`config.mk`:
```
export PLATFORM = sky130hd
export DESIGN_NAME = spi_slave_shift_unit
export DESIGN_NICKNAME = d
export VERILOG_FILES = /design/src/rtl/spi_slave_shift_unit.sv
export SDC_FILE = /design/constraint.sdc
export NUM_CORES = 1
export LEC_CHECK = 0
export ABC_AREA = 1
export BUFFER_PORTS_ARGS = -buffer_cell sky130_fd_sc_hd__buf_2
export CAP_MARGIN = 20
export CELL_PAD_IN_SITES_DETAIL_PLACEMENT = 1
export CELL_PAD_IN_SITES_GLOBAL_PLACEMENT = 2
export CORE_UTILIZATION = 28
export DETAILED_ROUTE_END_ITERATION = 16
export PLACE_DENSITY = 0.77
export REMOVE_ABC_BUFFERS = 1
export SLEW_MARGIN = 20
export SYNTH_ARGS = -nofsm -noshare
export SYNTH_HDL_FRONTEND = slang
export SYNTH_SLANG_ARGS = --single-unit
```
`constraint.sdc`:
```
create_clock -name sclk -period 1.6 [get_ports sclk]
set_clock_uncertainty 0.05 [all_clocks]
set_input_delay 0.24 -clock sclk [delete_from_list [all_inputs] [get_ports sclk]]
set_output_delay 0.24 -clock sclk [all_outputs]
set_load 0.005 [all_outputs]
```
`src/rtl/spi_slave_shift_unit.sv`:
```
// SPI slave RX/TX word shifters clocked on sclk; SPI_SLAVE_QUAD_EN enables 4-lane mode.
// rx_data_valid/tx_done register one edge after the last bit; no backpressure, cs high clears all state.
module spi_slave_shift_unit #(
  parameter int DATA_WIDTH = 8,
  parameter int ADDR_WIDTH = 12,
  localparam int RX_DATA_WIDTH = (DATA_WIDTH > ADDR_WIDTH) ? DATA_WIDTH : ADDR_WIDTH,
  localparam int CW = $clog2(RX_DATA_WIDTH)
) (
  input  logic                     sclk,
  input  logic                     sys_rstn,
  input  logic                     cs,
  input  logic                     quad_en,
  input  logic [3:0]               sdi,
  output logic [3:0]               sdo,
  output logic [3:0]               sdo_oe,
  input  logic [CW-1:0]            rx_counter,
  input  logic                     rx_counter_upd,
  output logic [RX_DATA_WIDTH-1:0] rx_data,
  output logic                     rx_data_valid,
  input  logic [7:0]               tx_counter,
  input  logic                     tx_counter_upd,
  input  logic [DATA_WIDTH-1:0]    tx_data,
  input  logic                     tx_data_valid,
  output logic                     tx_done
);

  localparam logic [CW-1:0] RX_CNT_RST = CW'(DATA_WIDTH - 1);
  localparam logic [7:0]    TX_CNT_RST = 8'(DATA_WIDTH - 1);

  logic quad;
`ifdef SPI_SLAVE_QUAD_EN
  assign quad = quad_en;
`else
  logic unused_quad;
  assign quad        = 1'b0;
  assign unused_quad = ^{quad_en, sdi[3:1]};
`endif

  logic [RX_DATA_WIDTH-1:0] rx_data_q, rx_data_d;
  logic                     rx_valid_q, rx_valid_d;
  logic [CW-1:0]            rx_cnt_q, rx_cnt_d, rx_target_q, rx_target_d, rx_eff;
  logic [DATA_WIDTH-1:0]    shreg_q, shreg_d;
  logic [7:0]               tx_cnt_q, tx_cnt_d, tx_target_q, tx_target_d;
  logic                     tx_active_q, tx_active_d;
  logic                     tx_done_q, tx_done_d;

  // Receive path; cs high collapses every next-state to its reset value.
  always_comb begin
    rx_data_d   = '0;
    rx_valid_d  = 1'b0;
    rx_cnt_d    = RX_CNT_RST;
    rx_target_d = RX_CNT_RST;
    rx_eff      = rx_counter_upd ? rx_counter : rx_cnt_q;
    if (!cs) begin
      rx_target_d = rx_counter_upd ? rx_counter : rx_target_q;
      rx_data_d   = quad ? {rx_data_q[RX_DATA_WIDTH-5:0], sdi}
                         : {rx_data_q[RX_DATA_WIDTH-2:0], sdi[0]};
      if (rx_eff == '0) begin
        rx_valid_d = 1'b1;
        rx_cnt_d   = rx_target_d;
      end else begin
        rx_cnt_d   = rx_eff - CW'(1);
      end
    end
  end

  // Transmit path; a new load takes priority over both shifting and word end.
  always_comb begin
    shreg_d     = '0;
    tx_cnt_d    = TX_CNT_RST;
    tx_target_d = TX_CNT_RST;
    tx_active_d = 1'b0;
    tx_done_d   = 1'b0;
    if (!cs) begin
      shreg_d     = shreg_q;
      tx_cnt_d    = tx_cnt_q;
      tx_active_d = tx_active_q;
      tx_target_d = tx_counter_upd ? tx_counter : tx_target_q;
      tx_done_d   = tx_active_q && (tx_cnt_q == 8'd0);
      if (tx_data_valid) begin
        shreg_d     = tx_data;
        tx_cnt_d    = tx_target_d;
        tx_active_d = 1'b1;
      end else if (tx_active_q) begin
        if (tx_cnt_q != 8'd0) begin
          shreg_d  = quad ? (shreg_q << 4) : (shreg_q << 1);
          tx_cnt_d = tx_cnt_q - 8'd1;
        end else begin
          tx_active_d = 1'b0;
        end
      end
    end
  end

  always_ff @(posedge sclk) begin
    if (!sys_rstn) begin
      rx_data_q   <= '0;
      rx_valid_q  <= 1'b0;
      rx_cnt_q    <= RX_CNT_RST;
      rx_target_q <= RX_CNT_RST;
      shreg_q     <= '0;
      tx_cnt_q    <= TX_CNT_RST;
      tx_target_q <= TX_CNT_RST;
      tx_active_q <= 1'b0;
      tx_done_q   <= 1'b0;
    end else begin
      rx_data_q   <= rx_data_d;
      rx_valid_q  <= rx_valid_d;
      rx_cnt_q    <= rx_cnt_d;
      rx_target_q <= rx_target_d;
      shreg_q     <= shreg_d;
      tx_cnt_q    <= tx_cnt_d;
      tx_target_q <= tx_target_d;
      tx_active_q <= tx_active_d;
      tx_done_q   <= tx_done_d;
    end
  end

  always_comb begin
    sdo    = '0;
    sdo_oe = '0;
    if (tx_active_q) begin
      if (quad) begin
        sdo    = shreg_q[DATA_WIDTH-1 -: 4];
        sdo_oe = 4'b1111;
      end else begin
        sdo    = {3'b000, shreg_q[DATA_WIDTH-1]};
        sdo_oe = 4'b0001;
      end
    end
  end

  assign rx_data       = rx_data_q;
  assign rx_data_valid = rx_valid_q;
  assign tx_done       = tx_done_q;

endmodule

```
# [Yosys cells after proc, flatten, opt, wreduce, memory -nomap -nowiden]
# Index checks and enable logic that the tools add are counted.
# Widths: inputs -> output; s select.
[word_totals] reg_bits=47 input_bits=31 out_inout_bits=22 word_cells=36
[op_classes] addsub=2 n_mux=16 n_bitwise=1 n_reduce_logical=8
[op_table] operator="$mux 8" count=7
[op_table] operator="$mux 4" count=3
[op_table] operator="$logic_not 8->1" count=1
[op_table] operator="$reduce_bool 8->1" count=1
[op_table] operator="$sub 8x1->8 const B" count=1
[op_table] operator="$mux 1" count=6
[op_table] operator="$logic_not 4->1" count=1
[op_table] operator="$reduce_bool 2->1" count=2
[op_table] operator="$sub 4x1->4 const B" count=1
[op_table] operator="$reduce_and 2->1" count=1
[op_table] operator="$reduce_or 2->1" count=1
[op_table] operator="$logic_and 1x1->1" count=1
[op_table] operator="$not 1->1" count=1

# [Logic depth before layout (Yosys ltp)]
[logic_depth] depth_word=4 depth_mapped=11 ltp_nobuf=11

# [Least setup slack after synthesis]
# No wires, ideal clock.
[synth_path] path_kind="register -> register" from="register tx_cnt_q[0]" to="register shreg_q[7]" setup_time_ns=0.113 arrival_time_ns=1.237 required_ns=1.437 path_slack_ns=0.199 stages_incl_launch_ff=9 path_buffers=1 synth_period_minus_slack_ns=1.401 path_cell_list="dfxtp_1 > inv_1 > ha_1 > nand2_1 > o21ai_4 > nand2_2 > buf_2 > o21ai_1 > nor2_1"
[synth_via] elab_chain_len=3
[synth_rtl] item="start, declared" line_no="43" rtl="logic [7:0] tx_cnt_q, tx_cnt_d, tx_target_q, tx_target_d;"
[synth_rtl] item="start signal, assigned" line_no="112" rtl="tx_cnt_q <= tx_cnt_d;"
[synth_rtl] item="$reduce_bool 8->1" line_no="85" rtl="if (tx_cnt_q != 8'd0) begin"
[synth_rtl] item="$reduce_bool 2->1 (no line)"
[synth_rtl] item="$reduce_and 2->1 (no line)"
[synth_rtl] item="end signal, assigned" line_no="111" rtl="shreg_q <= shreg_d;"
[synth_rtl] item="end, declared" line_no="42" rtl="logic [DATA_WIDTH-1:0] shreg_q, shreg_d;"
# No other way between the ends.
# A chain may end at the register's enable or synchronous reset.

# [Worst setup path after layout]
[layout_path] from="register tx_cnt_q[1]" to="register tx_cnt_q[3]"
[layout_via] elab_chain_len=4 elab_cells_between_ends=7 classes_between="add/sub (1); mux (3); reduce/logical (3)"
[layout_rtl] item="$sub 8x1->8" line_no="87" rtl="tx_cnt_d = tx_cnt_q - 8'd1;"
[layout_rtl] item="$mux 8" line_no="85"
[layout_rtl] item="$mux 8" line_no="84" rtl="end else if (tx_active_q) begin"
[layout_rtl] item="$mux 8" line_no="80" rtl="if (tx_data_valid) begin"
# Several ways; a longest one is shown, not always the timed one. The select of a mux whose other input is x is not followed.

==> results.toml <==
[clock_network]
cts_tree = "yes"
clk_pin_slew_ns = 0.09
insertion_delay_ns = 0.31
clockRootBuffer = "clkbuf_8"
post_cts_buffers = 0
cts_buffers = 5
clock-sinks = 47
clockBufferDepth = 2
h-tree-depth = 2
cts_resized = 0
cts_hold_buf = 0

[power_and_ir_drop]
powerDensity_nw_per_um2 = 854.0
p_leak_nw = 1.253
vdd_drop_max_v = 0.0003373
power_mw = 2.233

[hold_path]
min_delay_worst_endpoint = "rx_data[0]"
whs_path_depth = 3
min-delay-start = "sdi[0]"
hold_class = "in -> reg"

[die]
io_pins = 53
die_h_um = 89.31
start_util = 0.2927
rows = 31
core_um2 = 7292
dieArea_um2 = 7976
die_w_um = 89.31

[finish]
syn_to_final_growth_pct = 22.51
post-route-cell-area_um2 = 2615
diodes = 0
nNetsFinal = 389
drive_gt1_frac = 0.2500

[timing]
period_share = 0.9084
setup_violations = 0
drv_slew = 0
hold_viol_final = 0
fin_crit_ns = 1.453
rsz0062_at_grt = "no"
max_freq_ghz = 0.6880

[worst_setup_path]
reg2reg_setup_slack_ns = 0.15
reg2regPathDepth = 8
criticalPathCategory = "reg -> reg"
start_kind = "flip-flop"
endpoint_kind = "flip-flop"
cp.required_ns = 1.79
r2r_start = "tx_cnt_q[1]"
worstReg2RegEnd = "tx_cnt_q[3]"
cp_max_fo = 14
arrival_ns = 1.64

[drt]
vias = 1901
wirelength_um = 4926
drc_errors = 0
wl_per_cell_um = 10.83
drtIter0Drc = 86
ant_nets = 0
firstDrtPassIters = 4
via_per_inst = 4.178

[synthesis]
ys_seq_area_frac = 0.4408
synthCells = 303
synth_top_family_by_area = "simple AND/OR/NAND/NOR gates"
post-synth-top-count-cell = "nand2_1"
synth-adder-area-share = 0.01758
synth_mux_area_frac = 0.005275
syn_area_per_cell_um2 = 7.045
synth-simple-area-share = 0.3083
synth_seq_cells = 47
synth-edff-count = 0
synth_top_area_frac = 0.4408
ys_types = 30
synthArstFlopShare = 0
ys_top_cells_by_area = "dfxtp_1 (44%), nand2_1 (15%), nor2_1 (7.4%), inv_1 (6.9%), a21oi_1 (3.0%)"
synth_warnings = 0
synth_compound_area_frac = 0.1055
ys.flop_type = "dfxtp_1"
synth_common_cells = "nand2_1 (85), dfxtp_1 (47), nor2_1 (42)"
synth_xor_area_frac = 0.004103
yosys.area.top_type = "dfxtp_1"
synthesis.area_um2 = 2135

[placement]
dp_hpwl_um = 3680
gp_congestion = 0.7313
dpl_cell_area_um2 = 2507
numPortBuffers = 42

[flow_run]
drv_cap = 0

[global_route]
track_usage = 0.1372
grt_max_degree = 24
grt-ovfl-total = 0
grt_pass1_vias = 1762
antenna_found_initial = 0
grt_pass1_wl_um = 8190

[run_status]
outcome = "finished clean"
==> how the worst max path moves through the flow <==
stage	start	to	slack, ns
4_1_cts	tx_cnt_q[1]	shreg_q[7]	0.004
3_5_place_dp	rx_counter_upd	rx_cnt_q[1]	-0.03
6_report	tx_cnt_q[1]	tx_cnt_q[3]	0.15
3_3_place_gp	rx_counter_upd	rx_cnt_q[1]	0.02
2_1_floorplan	tx_cnt_q[0]	tx_cnt_q[3]	0.07
5_1_grt	tx_cnt_q[1]	shreg_q[7]	0.04
==> routing by layer <==
metal	share of wire	global-route usage	routed length [um]	up-vias
li1	-	-	-	1011
met1	0.51	0.1805	2519	848
met2	0.44	0.2200	2155	36
met3	0.034	0.03047	169	6
met4	0.016	0.05195	81	0
met5	0	0	0	-
==> cells by family after synthesis <==
group | Yosys count
simple gates | 157
buf+inv | 56
flops | 47
compound gates | 37
fa+ha+maj | 3
other cells | 1
xor+xnor | 1
mux | 1
==> power breakdown <==
group	switching (mW)	internal, mW	total [mW]
clock network	0.425	0.305	0.729
registers	0.0199	1.20	1.22
logic	0.163	0.117	0.280
==> area by class of cell <==
| cell class | instances | area [um^2] |
|---|---|---|
| inverters | 40 | 155.1 |
| clock inverters | 3 | 20.02 |
| clock buffers | 5 | 68.82 |
| multi-input cells | 205 | 970.9 |
| fillers | 981 | 4677 |
| repair buffers | 56 | 335.3 |
| flip-flops and latches | 47 | 940.9 |
| well taps | 99 | 123.9 |
==> through the flow <==
stage	setup TNS (ns)	cells	util	setup slack (ns)	hold WS, ns
after floorplan	0	292	-	0.07262	0.3022
after global placement	0	447	0.3439	0.01840	0.3614
after detailed placement	-0.02725	447	0.3439	-0.02725	0.3651
after CTS	0	455	0.3560	0.003677	0.07328
after global routing	0	455	0.3586	0.03811	0.07447
final	0	455	0.3586	0.1466	0.08141
==> critical path, stage by stage, from the launching register on <==
cell,delay [ns]
dfxtp_1,0.35
inv_1,0.09
ha_2,0.18
nand2_1,0.09
o21ai_4,0.18
nand2_4,0.08
clkinv_4,0.14
nand2_1,0.07
a21oi_1,0.15
==> state kept, by name, summed over array words and instances, names as in the netlist <==
register / cells
rx_cnt_q: 4
rx_data: 12
rx_data_valid: 1
rx_target_q: 4
shreg_q: 8
tx_active_q: 1
tx_cnt_q: 8
tx_done: 1
tx_target_q: 8
==> cells in the final DEF (no fill, tap or decap), drive strengths merged <==
master / Yosys / layout
buf: 12 / 56
clkbuf: 4 / 5
inv: 39 / 39
conb: 1 / 6
nand2: 92 / 92
nand3: 10 / 10
or2: 6 / 6
ha: 3 / 3
nor2: 46 / 46
xnor2: 1 / 1
mux2: 1 / 1
clkinv: 1 / 2
nand3b: 1 / 1
nand4: 2 / 2
o21a: 1 / 1
o21bai: 1 / 1
dfxtp: 47 / 47
o21ai: 15 / 15
a21oi: 18 / 18
o211ai: 2 / 2
clkinvlp: 0 / 2
No activity file was read; power rests on OpenSTA's default activity.
